File: config.mk
export PLATFORM = sky130hd
export DESIGN_NAME = capture_picture
export DESIGN_NICKNAME = d
export VERILOG_FILES = /design/src/rtl/capture_picture_pkg.sv /design/src/rtl/capture_picture_rgb_to_gray.sv /design/src/rtl/capture_picture.sv
export SDC_FILE = /design/constraint.sdc
export NUM_CORES = 1
export LEC_CHECK = 0
export BUFFER_PORTS_ARGS = -buffer_cell sky130_fd_sc_hd__buf_2
export CORE_MARGIN = 3
export CORE_UTILIZATION = 62
export CTS_CLUSTER_DIAMETER = 200
export DETAILED_ROUTE_END_ITERATION = 7
export PLACE_DENSITY = 0.82
export SLEW_MARGIN = 20
export SYNTH_ARGS = -nofsm -noshare
export SYNTH_HDL_FRONTEND = slang
export SYNTH_SLANG_ARGS = --single-unit
File: constraint.sdc
create_clock -name sys_clk -period 4.1 [get_ports sys_clk]
set_input_delay 0.82 -clock sys_clk [delete_from_list [all_inputs] [get_ports sys_clk]]
set_output_delay 0.82 -clock sys_clk [all_outputs]
set_load 0.03 [all_outputs]
File: src/rtl/capture_picture_pkg.sv
// Shared constants for the capture_picture slice: camera geometry, luma
// coefficients, datapath widths and FSM state codes. The macros are guarded
// so that a project-wide define.v included earlier takes precedence.
`ifndef OV5640_X
`define OV5640_X 1280
`endif
`ifndef OV5640_Y
`define OV5640_Y 720
`endif
`ifndef POSITION_WIDTH
`define POSITION_WIDTH 12
`endif
`ifndef LUMA_KR
`define LUMA_KR 77
`endif
`ifndef LUMA_KG
`define LUMA_KG 150
`endif
`ifndef LUMA_KB
`define LUMA_KB 29
`endif

package capture_picture_pkg;

  localparam int CP_POS_W   = `POSITION_WIDTH;
  localparam int CP_FRAME_X = `OV5640_X;
  localparam int CP_FRAME_Y = `OV5640_Y;

  // Luma coefficients; they sum to 256 so the >>8 result never exceeds 255.
  localparam int CP_COEF_W = 8;
  localparam logic [CP_COEF_W-1:0] CP_KR = CP_COEF_W'(`LUMA_KR);
  localparam logic [CP_COEF_W-1:0] CP_KG = CP_COEF_W'(`LUMA_KG);
  localparam logic [CP_COEF_W-1:0] CP_KB = CP_COEF_W'(`LUMA_KB);

  localparam int CP_CH_W   = 8;
  localparam int CP_PROD_W = 16;
  localparam int CP_SUM_W  = 18;

  typedef logic [1:0] cp_state_t;

  localparam logic [1:0] S_IDLE    = 2'd0;
  localparam logic [1:0] S_ARM     = 2'd1;
  localparam logic [1:0] S_CAPTURE = 2'd2;
  localparam logic [1:0] S_DONE    = 2'd3;

endpackage

File: src/rtl/capture_picture_rgb_to_gray.sv
// rgb_to_gray: two-stage luminance + threshold pipeline. The valid flag
// (window/capture qualifier from the top) travels with the pixel data.
module rgb_to_gray
  import capture_picture_pkg::*;
#(
  parameter int DATA_W = 24,
  parameter int COEF_W = CP_COEF_W
) (
  input  logic              sys_clk,
  input  logic              sys_rst_n,
  input  logic              i_vld,
  input  logic [DATA_W-1:0] i_data,
  input  logic [7:0]        i_threshold,
  output logic              o_vld,
  output logic              o_bit
);

  localparam int CH_W = DATA_W / 3;

  // Sum of weighted channels fits in 16 bits (max 255*256), so the upper
  // sum bits are always zero and gray is simply bits [15:8].
  function automatic logic [7:0] f_luma(input logic [CP_SUM_W-1:0] sum);
    return sum[15:8];
  endfunction

  logic [CH_W-1:0]       w_r, w_g, w_b;
  logic [CP_PROD_W-1:0]  r_prod_r_p1, r_prod_g_p1, r_prod_b_p1;
  logic                  r_vld_p1;
  logic [CP_SUM_W-1:0]   w_sum_p1;
  logic [7:0]            w_gray_p1;
  logic                  r_vld_p2;
  logic                  r_bit_p2;

  assign w_r = i_data[3*CH_W-1:2*CH_W];
  assign w_g = i_data[2*CH_W-1:CH_W];
  assign w_b = i_data[CH_W-1:0];

  // ---- stage 1: channel products
  always_ff @(posedge sys_clk) begin
    r_prod_r_p1 <= CP_PROD_W'(w_r) * CP_PROD_W'(CP_KR);
    r_prod_g_p1 <= CP_PROD_W'(w_g) * CP_PROD_W'(CP_KG);
    r_prod_b_p1 <= CP_PROD_W'(w_b) * CP_PROD_W'(CP_KB);
  end

  // Stage-1 valid (control, reset).
  always_ff @(posedge sys_clk or negedge sys_rst_n) begin
    if (!sys_rst_n) r_vld_p1 <= 1'b0;
    else            r_vld_p1 <= i_vld;
  end

  assign w_sum_p1  = CP_SUM_W'(r_prod_r_p1) + CP_SUM_W'(r_prod_g_p1) + CP_SUM_W'(r_prod_b_p1);
  assign w_gray_p1 = f_luma(w_sum_p1);

  // ---- stage 2: sum, threshold, register outputs (outputs must read 0 in reset)
  always_ff @(posedge sys_clk or negedge sys_rst_n) begin
    if (!sys_rst_n) begin
      r_vld_p2 <= 1'b0;
      r_bit_p2 <= 1'b0;
    end else begin
      r_vld_p2 <= r_vld_p1;
      r_bit_p2 <= (w_gray_p1 >= i_threshold);
    end
  end

  assign o_vld = r_vld_p2;
  assign o_bit = r_bit_p2;

  logic unused_coef_w;
  assign unused_coef_w = ^COEF_W;

endmodule

File: src/rtl/capture_picture.sv
// capture_picture: taps the camera pixel stream, thresholds the luminance of
// a rectangular window and writes it row-major into a 1-bit bitmap RAM.
module capture_picture
  import capture_picture_pkg::*;
#(
  parameter int P_W     = CP_POS_W,
  parameter int FRAME_X = CP_FRAME_X,
  parameter int FRAME_Y = CP_FRAME_Y,
  parameter int REG_X1  = 768,
  parameter int REG_Y1  = 576,
  parameter int REG_W   = 128,
  parameter int REG_H   = 128,
  parameter int ADDR_W  = 14
) (
  input  logic              sys_clk,
  input  logic              sys_rst_n,
  input  logic              i_start,
  input  logic [7:0]        i_threshold,
  input  logic              i_valid,
  input  logic [23:0]       i_data,
  output logic              o_busy,
  output logic              o_done,
  output logic              o_wr_en,
  output logic [ADDR_W-1:0] o_wr_addr,
  output logic              o_wr_data
);

  localparam logic [P_W-1:0]    X_LAST = P_W'(FRAME_X - 1);
  localparam logic [P_W-1:0]    Y_LAST = P_W'(FRAME_Y - 1);
  localparam logic [P_W-1:0]    X_LO   = P_W'(REG_X1);
  localparam logic [P_W-1:0]    X_HI   = P_W'(REG_X1 + REG_W);
  localparam logic [P_W-1:0]    Y_LO   = P_W'(REG_Y1);
  localparam logic [P_W-1:0]    Y_HI   = P_W'(REG_Y1 + REG_H);
  localparam logic [ADDR_W-1:0] A_LAST = ADDR_W'(REG_W * REG_H - 1);

  cp_state_t         r_state;
  logic [P_W-1:0]    r_cnt_x, r_cnt_y;
  logic [7:0]        r_thr;
  logic [ADDR_W-1:0] r_addr;
  logic              w_sof;
  logic              w_in_win;
  logic              w_take;
  logic              w_wr_en;
  logic              w_wr_bit;

  assign w_sof    = i_valid && (r_cnt_x == '0) && (r_cnt_y == '0);
  assign w_in_win = (r_cnt_x >= X_LO) && (r_cnt_x < X_HI) &&
                    (r_cnt_y >= Y_LO) && (r_cnt_y < Y_HI);
  // The SOF pixel is already part of the capture while still in ARM.
  assign w_take   = i_valid && w_in_win &&
                    (((r_state == S_ARM) && w_sof) || (r_state == S_CAPTURE));

  // Frame position counters, advanced only by valid pixels.
  always_ff @(posedge sys_clk or negedge sys_rst_n) begin
    if (!sys_rst_n) begin
      r_cnt_x <= '0;
      r_cnt_y <= '0;
    end else if (i_valid) begin
      if (r_cnt_x == X_LAST) begin
        r_cnt_x <= '0;
        r_cnt_y <= (r_cnt_y == Y_LAST) ? '0 : r_cnt_y + P_W'(1);
      end else begin
        r_cnt_x <= r_cnt_x + P_W'(1);
      end
    end
  end

  // Capture FSM; the threshold is latched only when a start is accepted.
  always_ff @(posedge sys_clk or negedge sys_rst_n) begin
    if (!sys_rst_n) begin
      r_state <= S_IDLE;
      r_thr   <= '0;
    end else begin
      case (r_state)
        S_IDLE: begin
          if (i_start) begin
            r_state <= S_ARM;
            r_thr   <= i_threshold;
          end
        end
        S_ARM:     if (w_sof) r_state <= S_CAPTURE;
        S_CAPTURE: if (w_wr_en && (r_addr == A_LAST)) r_state <= S_DONE;
        S_DONE:    r_state <= S_IDLE;
        default:   r_state <= S_IDLE;
      endcase
    end
  end

  // Bitmap address: cleared on an accepted start, bumped after every write.
  always_ff @(posedge sys_clk or negedge sys_rst_n) begin
    if (!sys_rst_n)                          r_addr <= '0;
    else if ((r_state == S_IDLE) && i_start) r_addr <= '0;
    else if (w_wr_en)                        r_addr <= r_addr + ADDR_W'(1);
  end

  rgb_to_gray #(
    .DATA_W (24),
    .COEF_W (CP_COEF_W)
  ) u_rgb_to_gray (
    .sys_clk     (sys_clk),
    .sys_rst_n   (sys_rst_n),
    .i_vld       (w_take),
    .i_data      (i_data),
    .i_threshold (r_thr),
    .o_vld       (w_wr_en),
    .o_bit       (w_wr_bit)
  );

  assign o_busy    = (r_state != S_IDLE);
  assign o_done    = (r_state == S_DONE);
  assign o_wr_en   = w_wr_en;
  assign o_wr_addr = r_addr;
  assign o_wr_data = w_wr_bit;

endmodule

==> metrics.txt <==
status completed; CP required approximately 4.4 ns; Multi-input gate area about 4500 sq um; Max-Slew Margin vs Limit 0.403; clk root buf clkbuf_16; slew at the pin closest to its max-slew limit about 0.9 ns; Syn Inst Count approximately 710; dpl hpwl 10900 um; switching power roughly 2.2 mW; Final Slew Violations 0; Hold Path Class flip-flop to flip-flop; Row Count 38; CORE AREA 10900 sq um; largest area contributor in the netlist ha_1; max cap viols 0; Syn Nets between 900 and 1000; Critical Path Max Stage Delay 0.54 ns; Final Hold Viols 0; Final Cycle Share 0.934; Cell variety after synth 47; Die H 112 um; Post-synth EDFFs 0; part of the power in registers 0.252; Worst VDD drop 0.503 mV; chip width 112 um; CP cell instances buf_2, ha_1, ha_1, inv_1, fa_1, inv_1, ha_1, ha_1, o21a_1, o21ai_0, nand2b_1, a31o_2, a21oi_1, xnor2_1; clock slew at reported path FFs about 0.070 ns; Vias/cell between 5 and 6; largest delay contributor family on the critical path adder cells; DR DRC count 0; yosys warns 0; DRT Pass-1 Iters 4; Fmax roughly 260 MHz; Worst Path Max Fanout 4; hold_buf cts 0; total chip power about 5.3 mW; per-cell routed wire length 14.7 um; Design Area, Final about 7700 sq um; Synth top area share 0.234; Iter 0 DRT Violations around 260; most frequent cell after synthesis ha_1; synthesis-to-finish area growth 9.74%; htree depth 3; Layout Cells excl Fill between 900 and 1000; clk sinks 94; CTS tree done; Setup crit end kind flip-flop; register area share after synthesis 0.305; Pwr Density a little under 700 nW/um^2; grt total ovfl 0; slowest CP cell fa_1; clock share of power 0.150; Ports 54; nets 970; Max clock buf depth 2; WL final 13400 um; Post-CTS Resized 0; Cells after DPL roughly 900; initial antenna violation count 0; antenna cells 0; Post-Syn Area per Cell 9.91 sq um; Most Frequent Cell on Critical Path ha_1; initial core utilization 0.642; combinational fraction of design power 0.598; top post-synthesis cells by count ha_1, inv_1, dfrtp_1; fraction of layout cells with a size suffix above 1 0.100; Final ANT Viol Nets 0; RSZ-0062 raised after global routing false; post-synthesis cell area about 7000 sq um; Final setup viols 0; number of global-route vias before repair about 5300; internal power ~3 mW; total track usage 0.223; Setup CP Type primary input to flip-flop; worst clock skew ~0.013 ns; crit path DAT 4.09 ns; largest net degree at the start of global routing between 50 and 60; register area about 2100 sq um; worst path bufs/invs 3; Main synth FF type dfrtp_1; placed inst area between 7000 and 8000 sq um; crit start category primary input; clock latency on the worst-skew pair about 0.34 ns; die area ~13000 sq um; FILL cells 805; WHS 0.351 ns; register bit total from synthesis 94; vias a little over 5000; routability cong. 0.841; Sw Ratio 0.425; number of I/O port buffers 53; Setup TNS Final 0 ns; Tmin final around 3.8 ns; clock buffer count from CTS 9; top cells by area, synth ha_1, dfrtp_1, dfxtp_1; Setup Buffers After CTS 0; Post-synth ARST share 0.543; static leakage approximately 4 nW; first-pass GRT wire length 23300 um
==> layer usage <==
layer  vias to the layer above  global-route usage  part of all wire
met5                         -                   0                 0
met4                         0              0.0809             0.029
met3                        31              0.0453             0.044
met2                       125               0.388              0.49
met1                      2389               0.276              0.43
li1                       2501                   -                 -
==> placed cells by master (no fill, tap or decap), types with 9 or more instances in the layout <==
| master | instances |
|---|---|
| nand3_1 | 20 |
| nor3_1 | 11 |
| xnor2_1 | 37 |
| fa_1 | 38 |
| nor2_1 | 42 |
| buf_2 | 52 |
| dfrtp_1 | 51 |
| inv_1 | 101 |
| clkbuf_16 | 9 |
| nand2_1 | 40 |
| o21ai_0 | 36 |
| nand4_1 | 11 |
| ha_1 | 131 |
| xor2_1 | 24 |
| a21o_1 | 15 |
| a21oi_1 | 37 |
| dfxtp_1 | 43 |
==> worst reg2reg max path, cell delays in order (launching register included) <==
cell	delay, ns
dfxtp_1	0.34
inv_1	0.07
fa_1	0.55
inv_1	0.05
ha_1	0.29
nor2_1	0.12
nor3_1	0.06
a21oi_1	0.31
o21bai_1	0.23
a21oi_1	0.22
xnor2_1	0.14
ha_1	0.24
nor2b_1	0.12
o21ai_0	0.17
a21oi_1	0.08
o41a_1	0.32
==> power by group through the flow <==
| stage | registers, mW | clock network [mW] | logic, mW |
|---|---|---|---|
| 4_1_cts | 1.32 | 0.809 | 3.15 |
| 2_1_floorplan | 1.31 | 0 | 2.42 |
| 3_3_place_gp | 1.33 | 0 | 2.87 |
| 6_report | 1.32 | 0.790 | 3.15 |
| 3_5_place_dp | 1.34 | 0 | 3.08 |
| 5_1_grt | 1.35 | 0.855 | 3.60 |
==> worst paths after layout <==
kind	start	end	slack, ns	cells past startpoint
worst max-delay path	i_data[21]	u_rgb_to_gray.r_prod_r_p1[13]	0.27	14
worst min-delay path	u_rgb_to_gray.r_vld_p1	u_rgb_to_gray.o_vld	0.35	0
worst max register to register	u_rgb_to_gray.r_prod_b_p1[3]	u_rgb_to_gray.o_bit	0.68	15
worst min register to register	u_rgb_to_gray.r_vld_p1	u_rgb_to_gray.o_vld	0.35	0
max in group asynchronous	sys_rst_n	o_wr_addr[1]	3.17	1
min in group asynchronous	sys_rst_n	r_cnt_x[8]	0.49	1
==> registers in the layout, indices dropped and copies added (netlist names) <==
register,count
o_wr_addr,14
r_cnt_x,12
r_cnt_y,12
r_state,2
r_thr,8
u_rgb_to_gray.o_bit,1
u_rgb_to_gray.o_vld,1
u_rgb_to_gray.r_prod_b_p1,13
u_rgb_to_gray.r_prod_g_p1,15
u_rgb_to_gray.r_prod_r_p1,15
u_rgb_to_gray.r_vld_p1,1
==> per-stage QoR <==
stage | util | setup WS [ns]
floorplan | - | 0.346
global placement | 0.678 | 0.132
detailed placement | 0.678 | -0.0201
CTS | 0.704 | 0.313
global route | 0.704 | 0.137
finish | 0.704 | 0.269
==> area by class of cell <==
class                   instances  area share
clock inverters                 6     0.00699
flip-flops and latches         94       0.278
repair buffers                 53      0.0348
well taps                     140      0.0227
inverters                     101      0.0492
multi-input cells             506       0.579
clock buffers                  10      0.0297
==> cell families (layout without fill, tap and decap cells) <==
logic type,after synthesis,after routing,synth area share
compound gates,111,111,0.0950
xor+xnor,61,61,0.0761
fa+ha+maj,169,169,0.342
buf+inv,108,170,0.0601
flops,94,94,0.305
mux,4,4,0.00606
simple gates,161,161,0.116
Note: power is estimated with default switching activity, not from simulation.
